--- src/rtl/frame_stream_pkg.sv ---
// frame_stream_pkg: shared FSM states and default pixel width for frame_stream_tx
package frame_stream_pkg;
  typedef enum logic [1:0] {IDLE, READ, DRAIN, DONE} state_t;
  localparam int DATA_W_DEF = 8;
endpackage

--- src/rtl/frame_stream_raster_counter.sv ---
// raster_counter: column-inner, row-outer raster position counter that wraps after the last pixel
module raster_counter #(
  parameter int COLS   = 4,
  parameter int ROWS   = 4,
  parameter int ADDR_W = 8
) (
  input  logic              clk_i,
  input  logic              rst_i,
  input  logic              inc,
  input  logic              clear,
  output logic [ADDR_W-1:0] col,
  output logic [ADDR_W-1:0] row,
  output logic              last
);
  logic col_end, row_end;
  assign col_end = col == ADDR_W'(COLS - 1);
  assign row_end = row == ADDR_W'(ROWS - 1);
  assign last = col_end && row_end;
  always_ff @(posedge clk_i)
    if (rst_i || clear) begin
      col <= '0;
      row <= '0;
    end else if (inc) begin
      col <= col_end ? '0 : col + 1'b1;
      row <= col_end ? (row_end ? '0 : row + 1'b1) : row;
    end
endmodule

--- src/rtl/frame_stream_tx.sv ---
// frame_stream_tx: reads a COLS x ROWS frame from a pixel buffer and streams it out as one Avalon-ST packet
module frame_stream_tx
  import frame_stream_pkg::*;
#(
  parameter int DATA_W = DATA_W_DEF,
  parameter int COLS   = 4,
  parameter int ROWS   = 4,
  parameter int ADDR_W = 8
) (
  input  logic              clk_i,
  input  logic              rst_i,
  input  logic              start_i,
  output logic              busy_o,
  output logic              done_o,
  output logic              mem_rd_o,
  output logic [ADDR_W-1:0] mem_addr_o,
  input  logic [DATA_W-1:0] mem_data_i,
  output logic [DATA_W-1:0] src_data_o,
  output logic              src_valid_o,
  input  logic              src_ready_i,
  output logic              src_sop_o,
  output logic              src_eop_o
);
  localparam logic [ADDR_W-1:0] LAST_BEAT = ADDR_W'(COLS * ROWS - 1);
  state_t state, state_n;
  logic [ADDR_W-1:0] col, row, beat;
  logic [DATA_W-1:0] d1;
  logic [1:0] cnt;
  logic [2:0] occ;
  logic last, in_flight, pop, room;
  raster_counter #(.COLS(COLS), .ROWS(ROWS), .ADDR_W(ADDR_W)) u_raster (
    .clk_i(clk_i),
    .rst_i(rst_i),
    .inc(mem_rd_o),
    .clear(state == IDLE),
    .col(col),
    .row(row),
    .last(last)
  );
  assign pop = src_valid_o && src_ready_i;
  assign occ = {1'b0, cnt} + {2'b0, in_flight};
  assign room = occ < (pop ? 3'd3 : 3'd2);
  assign src_valid_o = cnt != 2'd0;
  assign src_sop_o = src_valid_o && beat == '0;
  assign src_eop_o = src_valid_o && beat == LAST_BEAT;
  assign mem_addr_o = ADDR_W'(row * COLS + col);
  assign busy_o = state != IDLE;
  assign done_o = state == DONE;
  always_comb begin
    mem_rd_o = 1'b0;
    state_n = state;
    mem_rd_o = state == READ && room;
    state_n = state == IDLE  ? (start_i ? READ : IDLE) :
              state == READ  ? (mem_rd_o && last ? DRAIN : READ) :
              state == DRAIN ? (pop && src_eop_o ? DONE : DRAIN) : IDLE;
  end
  always_ff @(posedge clk_i)
    if (rst_i) begin
      state <= IDLE;
      in_flight <= 1'b0;
      cnt <= '0;
      beat <= '0;
      src_data_o <= '0;
      d1 <= '0;
    end else begin
      state <= state_n;
      in_flight <= mem_rd_o;
      cnt <= cnt + {1'b0, in_flight} - {1'b0, pop};
      if (pop) beat <= src_eop_o ? '0 : beat + 1'b1;
      if (pop || (in_flight && cnt == 2'd0)) src_data_o <= pop && cnt == 2'd2 ? d1 : mem_data_i;
      if (in_flight && (pop ? cnt == 2'd2 : cnt == 2'd1)) d1 <= mem_data_i;
    end
endmodule

--- config.mk ---
export PLATFORM = sky130hd
export DESIGN_NAME = frame_stream_tx
export DESIGN_NICKNAME = d
export VERILOG_FILES = /design/src/rtl/frame_stream_pkg.sv /design/src/rtl/frame_stream_raster_counter.sv /design/src/rtl/frame_stream_tx.sv
export SDC_FILE = /design/constraint.sdc
export NUM_CORES = 1
export LEC_CHECK = 0
export CORE_MARGIN = 2
export CORE_UTILIZATION = 55
export CTS_CLUSTER_SIZE = 10
export DETAILED_ROUTE_END_ITERATION = 6
export GPL_ROUTABILITY_DRIVEN = 0
export GPL_TIMING_DRIVEN = 1
export PLACE_DENSITY = 0.83
export SLEW_MARGIN = 40
export SYNTH_ARGS = -nofsm -noshare
export SYNTH_HDL_FRONTEND = slang
export SYNTH_SLANG_ARGS = --single-unit
--- constraint.sdc ---
create_clock -name clk_i -period 3.6 [get_ports clk_i]
set_clock_uncertainty 0.05 [all_clocks]
set_input_delay 0.36 -clock clk_i [delete_from_list [all_inputs] [get_ports clk_i]]
set_output_delay 0.36 -clock clk_i [all_outputs]
set_load 0.02 [all_outputs]
==> run metrics <==
Post-Route WL=4.36 mm; number of core rows=23; global-route wire length before repair=7.42 mm; largest net degree at the start of global routing=25; cell mode on critical path=a21oi_1; full die area=around 0.0047 sq mm; vias in the first global route=1742; Slew headroom=between 60% and 70%; VDD IR-drop max=approximately 0.32 mV; Fillers=336; TNS Setup=0 ns; fmax=340 MHz; leakage=1.16 nW; # DRC=0; global route overflow=0; CP max-delay cell=clkdlybuf4s50_1; Post-Syn Instances=264; H-tree depth=2; Synthesis Warnings=0; TritonCTS clock tree=done; die width=68.5 microns; Critical Path Source Type=flip-flop; register area share after synthesis=39.4%; post_cts resized=0; core region area=0.00400 sq mm; CP cell instances=ha_1 -> a21o_1 -> a21oi_1 -> o21bai_1 -> a21oi_1 -> xnor2_1 -> clkdlybuf4s50_1; DR iter-0 viols=75; Non-Filler Instances=348; IO Port Bufs=33; Synthesized Nets=290; io pins=34; layout cells sized above 1=5.70%; pre-CTS setup slack=between 0.9 and 1 ns; critical-path maximum fanout=7; post-synth cell types=40; Hold Fails Final Rpt=0; clock-pin slew on the worst setup and hold paths=0.08 ns; Post-DRT Antenna Nets=0; status=finished, final reports clean; CTS Hold Buffers Added=0; Mapped Area=0.00229 sq mm; largest stage delay on the critical path=0.61 ns; CTS root buf=clkbuf_8; worst skew pair latency=0.29 ns; Synth Area per Inst=roughly 8.7 sq um; Post-Place Cells=340; setup ws final=0.662 ns; WS Path Type=reg2out; crit end category=output pin; WP data arrival=2.53 ns; Vias/cell=5.38; Post-synth EDFFs=0; Sink Count=45; Layout area overhead=19.8%; Final Max Tran Viols=0; Min-Delay Path Class=reg2reg; initial core utilization=57.2%; dpl hpwl=3.15 mm; #FFs+latches synth=45; RSZ-0062 raised after global routing=false; Clock Tree Buf Depth=2; Tcrit/Tclk final=81.6%; Vias=1872; ant diodes=0; per-cell routed wire length=12.5 microns; Setup violations, final=0; Slew @ Worst Pin=0.572 ns; Pre-antenna DRT Iters=4; number of max-cap violations=0; nets=about 320; WP data required=3.19 ns; Period minus WS final=2.94 ns; Setup Fix Bufs, Post-CTS=0; die height=~70 microns; initial antenna violation count=0; GRT Util Overall=20.9%; fraction of registers with async set/reset=0%; Main synth FF type=dfxtp_1; Num CTS Buffers=5; PD cells=roughly 440 mW/mm^2
==> report_power, final <==
part	internal (W)	switching, W	total [W]
Combinational	0.000153	0.000192	0.000345
Sequential	0.000535	0.0000310	0.000566
Clock	0.000138	0.000166	0.000303
Total	0.000825	0.000389	0.00121
==> critical path, delay by kind of cell (launching register included) <==
kind | cells | cell delay, ns
AOI/OAI and AO/OA | 4 | 0.67
buffers and inverters | 1 | 0.61
DFF | 1 | 0.52
xor gates and xnor gates | 1 | 0.13
adders and majority gates | 1 | 0.29
==> per-stage QoR <==
stage	utilization (%)	power, W	hold slack [ns]	instance area (sq um)
after floorplan	-	0.000794	0.382	2290
after global placement	66.4	0.000913	0.417	2660
after detailed placement	66.4	0.000921	0.429	2660
after CTS	68.5	0.00122	0.448	2740
after global routing	68.5	0.00128	0.476	2740
final	68.5	0.00121	0.443	2740
==> layout make-up <==
cell class / instances / area [sq um] / share of cell area (%)
inverter: 7 / 26.3 / 0.959
sequential: 45 / 901 / 32.9
timing repair buffer: 36 / 353 / 12.9
multi-input combinational: 202 / 1310 / 47.9
tap: 50 / 62.6 / 2.28
clock inverter: 1 / 7.51 / 0.274
clock buffer: 7 / 76.3 / 2.79
==> cell usage after synthesis, drive strengths merged (2+ instances only) <==
| cell | number | area share (%) |
|---|---|---|
| buf | 4 | 1.0 |
| inv | 7 | 1.1 |
| xnor2 | 6 | 2.3 |
| or2 | 3 | 0.82 |
| nor3 | 2 | 0.44 |
| or3 | 4 | 1.1 |
| clkbuf | 6 | 0.98 |
| nand4 | 6 | 1.6 |
| a21oi | 22 | 4.8 |
| and2 | 2 | 0.55 |
| nor4 | 4 | 2.0 |
| o21ai | 7 | 1.5 |
| nor2 | 52 | 8.5 |
| dfxtp | 45 | 39 |
| and3 | 3 | 0.82 |
| xor2 | 15 | 5.7 |
| nand3 | 11 | 2.6 |
| mux2i | 17 | 7.4 |
| nand2 | 15 | 2.5 |
| ha | 13 | 7.1 |
| nand2b | 3 | 0.82 |
| or4b | 2 | 1.0 |
| nand3b | 5 | 1.6 |
==> per-layer routing <==
| layer | share of wire (%) | global-route usage (%) | up-vias |
|---|---|---|---|
| li1 | - | - | 971 |
| met1 | 46 | 24.1 | 865 |
| met2 | 49 | 37.4 | 30 |
| met3 | 3.1 | 5.26 | 6 |
| met4 | 1.4 | 7.00 | 0 |
| met5 | 0 | 0 | - |
==> kinds of logic (layout without fill, tap and decap cells) <==
family / Yosys count / count (layout) / synth area share, %
DFF: 45 / 45 / 39.4
xor gates and xnor gates: 21 / 21 / 8.04
and+or+nand+nor: 115 / 115 / 25.5
adders and majority gates: 14 / 14 / 7.99
AOI/OAI and AO/OA: 35 / 35 / 8.43
muxes: 17 / 17 / 7.44
buffers and inverters: 17 / 51 / 3.17
==> sequential cells by signal (all words and copies together), names as in the netlist <==
signal	cells
state	2
u_raster.col	8
cnt	2
beat	8
src_data_o	8
in_flight	1
d1	8
u_raster.row	8
==> final timing paths <==
| check | startpoint | to | slack, ns | cells past startpoint |
|---|---|---|---|---|
| worst max register to register | u_raster.col[0]$_SDFFE_PP0P_ | u_raster.row[2]$_SDFFE_PP0P_ | 1.42 | 6 |
| worst min-delay path | src_data_o[1]$_SDFFE_PP0P_ | src_data_o[1]$_SDFFE_PP0P_ | 0.44 | 2 |
| worst min register to register | src_data_o[1]$_SDFFE_PP0P_ | src_data_o[1]$_SDFFE_PP0P_ | 0.44 | 2 |
| worst max-delay path | u_raster.col[3]$_SDFFE_PP0P_ | mem_addr_o[7] | 0.66 | 7 |
==> layout by cell type (no fill, tap or decap), types with 2 or more instances in the layout <==
cell type	instances
a21oi_1	22
and2_1	2
and3_1	3
buf_4	3
clkbuf_1	2
clkbuf_8	5
clkdlybuf4s50_1	33
dfxtp_1	45
ha_1	13
inv_1	7
mux2i_1	17
nand2_1	15
nand2b_1	3
nand3_1	10
nand3b_1	5
nand4_1	6
nor2_1	52
nor3_1	2
nor4_1	2
o21ai_0	5
o21ai_1	2
or2_2	3
or3_1	4
xnor2_1	6
xor2_1	15
Power figures use the tool's default switching activity.
